$ cat src/rtl/ring_counter_param.sv
// Parametrised ring / Johnson counter with run/stop, direction, synchronous load,
// illegal-state self-correction, a wrap pulse and a lap counter.
module ring_counter_param #(
  parameter int WIDTH     = 8,
  parameter int LAP_WIDTH = 8
) (
  input  logic                 Clk_In,
  input  logic                 Reset_In,
  input  logic                 Start_Stopb_In,
  input  logic                 Mode_In,
  input  logic                 Dir_In,
  input  logic                 Load_In,
  input  logic [WIDTH-1:0]     Load_Data_In,
  output logic [WIDTH-1:0]     Count_Out,
  output logic                 Wrap_Out,
  output logic [LAP_WIDTH-1:0] Lap_Count_Out,
  output logic                 Illegal_Out
);

  localparam logic [WIDTH-1:0]     HOME    = WIDTH'(1'b1);
  localparam logic [LAP_WIDTH-1:0] LAP_ONE = LAP_WIDTH'(1'b1);

  // Exactly one bit set: non-zero and clearing the lowest set bit leaves nothing.
  function automatic logic onehot_ok(input logic [WIDTH-1:0] c);
    return (c != '0) && ((c & (c - HOME)) == '0);
  endfunction

  // Thermometer from the LSB (0..01..1) or, via the complement, from the MSB (1..10..0).
  function automatic logic johnson_ok(input logic [WIDTH-1:0] c);
    logic [WIDTH-1:0] nc;
    nc = ~c;
    return ((c & (c + HOME)) == '0) || ((nc & (nc + HOME)) == '0);
  endfunction

  logic [WIDTH-1:0]     count_r;
  logic [LAP_WIDTH-1:0] lap_r;
  logic                 wrap_r;
  logic                 illegal_r;

  logic                 legal_s;
  logic [WIDTH-1:0]     step_s;
  logic [WIDTH-1:0]     count_nx_s;
  logic [LAP_WIDTH-1:0] lap_nx_s;
  logic                 wrap_nx_s;
  logic                 illegal_nx_s;

  // Legality of the present state under the present mode, and the one-step successor.
  always_comb begin
    legal_s = 1'b0;
    step_s  = count_r;
    if (Mode_In) begin
      legal_s = johnson_ok(count_r);
    end else begin
      legal_s = onehot_ok(count_r);
    end
    case ({Mode_In, Dir_In})
      2'b00:   step_s = {count_r[WIDTH-2:0], count_r[WIDTH-1]};
      2'b01:   step_s = {count_r[0], count_r[WIDTH-1:1]};
      2'b10:   step_s = {count_r[WIDTH-2:0], ~count_r[WIDTH-1]};
      2'b11:   step_s = {~count_r[0], count_r[WIDTH-1:1]};
      default: step_s = count_r;
    endcase
  end

  // Next-state selection: load beats correction beats step beats hold.
  always_comb begin
    count_nx_s   = count_r;
    lap_nx_s     = lap_r;
    wrap_nx_s    = 1'b0;
    illegal_nx_s = 1'b0;
    if (Load_In) begin
      count_nx_s = Load_Data_In;
      lap_nx_s   = '0;
    end else if (!legal_s) begin
      count_nx_s   = HOME;
      illegal_nx_s = 1'b1;
    end else if (Start_Stopb_In) begin
      count_nx_s = step_s;
      if (step_s == HOME) begin
        wrap_nx_s = 1'b1;
        lap_nx_s  = lap_r + LAP_ONE;
      end else begin
        wrap_nx_s = 1'b0;
      end
    end else begin
      count_nx_s = count_r;
    end
  end

  // State and flag registers.
  always_ff @(posedge Clk_In or posedge Reset_In) begin
    if (Reset_In) begin
      count_r   <= HOME;
      lap_r     <= '0;
      wrap_r    <= 1'b0;
      illegal_r <= 1'b0;
    end else begin
      count_r   <= count_nx_s;
      lap_r     <= lap_nx_s;
      wrap_r    <= wrap_nx_s;
      illegal_r <= illegal_nx_s;
    end
  end

  assign Count_Out     = count_r;
  assign Lap_Count_Out = lap_r;
  assign Wrap_Out      = wrap_r;
  assign Illegal_Out   = illegal_r;

endmodule

$ cat config.mk
export PLATFORM = sky130hd
export DESIGN_NAME = ring_counter_param
export DESIGN_NICKNAME = d
export VERILOG_FILES = /design/src/rtl/ring_counter_param.sv
export SDC_FILE = /design/constraint.sdc
export NUM_CORES = 1
export LEC_CHECK = 0
export ABC_AREA = 1
export CAP_MARGIN = 20
export CORE_MARGIN = 3
export CORE_UTILIZATION = 40
export CTS_CLUSTER_DIAMETER = 200
export DETAILED_ROUTE_END_ITERATION = 8
export PLACE_DENSITY = 0.66
export SYNTH_ARGS = -nofsm -noshare
export SYNTH_HDL_FRONTEND = slang
export SYNTH_SLANG_ARGS = --single-unit
$ cat constraint.sdc
create_clock -name Clk_In -period 2.8 [get_ports Clk_In]
set_clock_uncertainty 0.2 [all_clocks]
set_input_delay 0.28 -clock Clk_In [delete_from_list [all_inputs] [get_ports Clk_In]]
set_output_delay 0.28 -clock Clk_In [all_outputs]
set_load 0.02 [all_outputs]
* Yosys cells after proc, flatten, opt, wreduce, memory -nomap -nowiden
Cells that the tools add are included.
** Word-level totals
- Flip-flop bits (word level) :: 18
- Latch bits :: 0
- Bits in writable memories :: 0
- Memory bits (read-only) :: 0
- Bits of input ports :: 14
- Output and inout bits :: 18
- Word-level logic and storage cells :: 45
- Memories :: 0
** Operators by class
- Add/sub/neg operators :: 4
- $mul :: 0
- Divide/modulo/power cells :: 0
- Magnitude comparators :: 0
- Equal/unequal tests :: 5
- Shift-type cells :: 0
- Mux-type cells :: 15
- Bitwise gates (word level) :: 6
- Reduce and logical (&&, ||, !) cells :: 11
** Operator list (count)
- two-way mux 8 bit :: 7
- case mux 8 bit (4 select lines) :: 1
- adder 8 x 1 -> 8 bit, second input constant :: 3
- AND 8 bit :: 3
- zero test 8 bit :: 3
- == test 8 x 1 -> 1 bit, second input constant :: 1
- NOT 8 bit :: 1
- nonzero test 8 bit :: 1
- subtractor 8 x 1 -> 8 bit, second input constant :: 1
- two-way mux 1 bit :: 7
- nonzero test 2 bit :: 3
- == test 2 bit, second input constant :: 2
- inequality test 3 bit, second input constant :: 1
- AND reduction 3 bit :: 1
- == test 2 x 1 -> 1 bit, second input constant :: 1
- zero test 2 bit :: 1
- NOT 1 bit :: 2
- logical AND 1 bit :: 1
- logical OR 1 bit :: 1

* Logic depth before layout (Yosys ltp)
- Word-level depth :: 8
- Mapped depth :: 13

* Least setup slack after synthesis
No wires, ideal clock.
- Kind :: flip-flop to flip-flop
- From :: register count_r[0] (netlist: Count_Out[0])
- To :: register count_r[1] (netlist: Count_Out[1])
- Arrival time :: 1.521 ns
- Data required time :: 2.487 ns
- Setup slack :: 0.966 ns
- Stages on the path, launching flop included :: 12
- Period minus slack after synthesis :: 1.834 ns
- Cell sequence :: dfstp_2 buf_6 nand2_1 o21ai_0 nand4_1 nand2_1 nand2_2 nand2_4 buf_12 nand3_1 nand2_1 inv_1
** Between the ends
- Longest elaborated chain between the ends :: 8
- Elaborated cells on any way between the ends :: 19
** RTL lines
- start: declaration :: line 35 : logic [WIDTH-1:0] count_r;
- start signal: assignment :: line 98 : count_r <= count_nx_s;
- NOT 8 bit :: line 31 : nc = ~c;
- adder 8 x 1 -> 8 bit :: line 32 : return ((c & (c + HOME)) == '0) || ((nc & (nc + HOME)) == '0);
- AND 8 bit :: line 32
- zero test 8 bit :: line 32
- logical OR 1 bit :: line 32
- two-way mux 1 bit :: line 51 : if (Mode_In) begin
- two-way mux 8 bit :: line 74 : end else if (!legal_s) begin
- two-way mux 8 bit :: line 71 : if (Load_In) begin
Several ways; a longest one is shown, not always the timed one. The select of a mux whose other input is x is not followed.
A chain may end at the register's enable or synchronous reset.

* Worst setup path in the final report
- From :: register count_r[0] (netlist: Count_Out[0])
- To :: output port Count_Out[0]
** RTL lines
- end: declaration :: line 14 : output logic [WIDTH-1:0] Count_Out,
No word-level cell between the ends.

==> run_results.csv <==
group,metric,value,unit
outcome,status,"completed",
global_route,antenna_found_initial,0,
power_and_ir_drop,p_leak,0.8613,nW
global_route,grt.overflow.total,0,
floorplan,dieWidth,64.53,um
critical_path,arrival,1620,ps
floorplan,fp.dieH,64.53,um
synth,synth_cells,206,
job,drv_cap,0,
sta,worst_pin_slew,691.1,ps
clock_network,cts_sinks,18,
global_route,grt_pass1_vias,1309,
synth,synth_flop_cell,"dfrtp_1",
critical_path,path_buf_inv,1,
synth,synthTopCellsByArea,"dfrtp_1 31%, nand2_1 21%, nand3_1 8.4%, inv_1 6.8%, nor2_1 3.8%",
drt,drt-total-wl,3215,um
synth,synth-seq-area-share,0.3297,
critical_path,crit_family,"flip-flops",
drt,drtIter0Drc,88,
synth,synthAdderAreaFrac,0.009132,
layout,multi_input_area,733.2,um^2
critical_path,cp-start-kind,"flop",
synth,synth_warnings,0,
synth,synth_commonest_cells,"75 x nand2_1, 25 x inv_1, 23 x nand3_1",
layout,drive_gt1_frac,0.07660,
clock_network,insertion_delay,310,ps
critical_path,slowest_delay,670,ps
synth,synth_top_family_by_area,"simple AND/OR/NAND/NOR gates",
critical_path,cp_slowest_cell,"dfstp_2",
floorplan,fp.dieArea,0.004163,mm^2
global_route,track_usage,0.1686,
layout,seqCellArea,451.7,um^2
drt,ant_nets,0,
sta,setup_viol,0,
drt,vias,1324,
global_route,grt_pass1_wl,5664,um
floorplan,row_count,20,
drt,detail_route.first_pass.iterations,4,
critical_path,worstPathRequired,2320,ps
sta,final_min_period_over_clock_period,0.7515,
drt,drc,0,
sta,max_slew_margin,0.5388,
synth,yosys.area_share.xor_xnor,0.04475,
placed_design,placement.io_buffers,31,
synth,synth-simple-area-share,0.4082,
critical_path,crit_path_cell_trace,"clkdlybuf4s50_1",
layout,diodes,0,
floorplan,core_area,0.003153,mm^2
placed_design,gp_congestion,0.8645,
clock_network,cts.hold.buffers_added,0,
sta,rsz0062_at_grt,"false",
layout,nFillCells,323,
power_and_ir_drop,powerDensity,398.4,mW/mm^2
clock_network,cts_max_level,1,
placed_design,dp_hpwl,2378,um
clock_network,numCtsBuffers,3,
synth,synthArstFlopShare,1.000,
synth,synth-seq-cells,18,
sta,fin_tns_setup,0,ps
critical_path,path_class,"reg2out",
synth,yosysTopAreaCellShare,0.3105,
critical_path,cp-end-kind,"output port",
sta,holdWs,164.0,ps
power_and_ir_drop,peakVddDrop,222.8,uV
clock_network,cts_tree,"built",
critical_path,critPathMaxFanout,8,
worst_hold_path,hold_class,"in2async",
synth,avgSynthCellArea,6.651,um^2
clock_network,cts_buffer_depth,2,
clock_network,cts_resized,0,
clock_network,clk_pin_slew,120,ps
synth,synth_most_common_cell,"nand2_1",
floorplan,initial_utilization,0.4345,
synth,synth_nets,221,
synth,synth-edff-count,0,
sta,fmax,475.2,MHz
sta,finalHoldViolations,0,
sta,period_minus_slack,2104,ps
global_route,grt_start_max_net_pins,19,
layout,fin_nets,251,
synth,synth.distinct_cells,31,
drt,post_drt_wl_per_cell,11.52,um
drt,routed_via_density,4.746,
clock_network,cts-root-buf,"clkbuf_4",
sta,slew_violations,0,
floorplan,ios,32,
layout,syn_to_final_growth,24.29,%
synth,synth_compound_area_frac,0.07306,
synth,syn-cell-area,0.001370,mm^2
synth,muxShareOfSynthArea,0,
clock_network,postCtsSetupBuffers,0,
synth,synth_top_area_cell,"dfrtp_1",
[kinds of logic after synthesis]
| kind of cell | count (synthesis) |
|---|---|
| AND/OR/NAND/NOR | 126 |
| buffers and inverters | 35 |
| AO/OA/AOI/OAI | 19 |
| flip-flops | 18 |
| XOR/XNOR | 7 |
| adder cells (fa/ha/maj) | 1 |
[per-layer routing]
metal	wire [um]	GRT usage
met2	1463	0.2835
met3	143	0.04333
met4	25	0.04485
met5	0	0
met1	1582	0.2137
[metrics by stage]
step                  util  cells  setup slack (ps)  instance area (um^2)   power, W
finish              0.5401    279             695.7                  1703  0.0006784
global route        0.5401    279             581.1                  1703  0.0007219
CTS                 0.5401    279             692.7                  1703  0.0006875
detailed placement  0.5286    275             465.1                  1667  0.0005148
global placement    0.5286    275             528.9                  1667  0.0005143
floorplan                -    206             966.0                  1370  0.0004565
[cell usage in the layout, fill, tap and decap left out, types with 3 or more instances in the layout]
| cell | Yosys | final |
|---|---|---|
| nand3_1 | 23 | 23 |
| clkdlybuf4s50_1 | 0 | 31 |
| nand2_2 | 3 | 3 |
| clkbuf_4 | 1 | 3 |
| dfrtp_1 | 17 | 17 |
| o21ai_0 | 10 | 10 |
| xor2_1 | 5 | 5 |
| nor2_1 | 14 | 14 |
| nand2_1 | 75 | 75 |
| inv_1 | 25 | 25 |
| o21ai_1 | 6 | 6 |
[power by group]
group	total, W	leakage, nW	internal (W)	switching [W]
combinational	0.000204	0.603	0.0000862	0.000118
clock	0.000170	0.0210	0.0000793	0.0000906
sequential	0.000305	0.238	0.000275	0.0000298
total	0.000678	0.861	0.000440	0.000238
[area by class of cell]
| class | count | area share |
|---|---|---|
| multi-input cells | 153 | 0.4306 |
| clock buffers | 4 | 0.02131 |
| flip-flops and latches | 18 | 0.2652 |
| inverters | 27 | 0.05952 |
| well taps | 44 | 0.03233 |
| repair buffers | 33 | 0.1910 |
[worst paths after layout]
path                                    endpoint  slack [ps]        startpoint  cells past startpoint
worst max-delay path                Count_Out[0]         700      Count_Out[0]                      1
worst min-delay path                Count_Out[2]         160          Reset_In                      2
worst max register to register      Count_Out[6]         850      Count_Out[0]                     10
worst min register to register  Lap_Count_Out[7]         340  Lap_Count_Out[7]                      2
max in group asynchronous           Count_Out[7]        1790          Reset_In                      2
min in group Clk_In                 Count_Out[0]         320   Load_Data_In[0]                      3
[sequential cells by signal, indices dropped and copies added (netlist names)]
register	flops
Wrap_Out	1
Lap_Count_Out	8
Illegal_Out	1
Count_Out	8
Power figures use the tool's default switching activity.
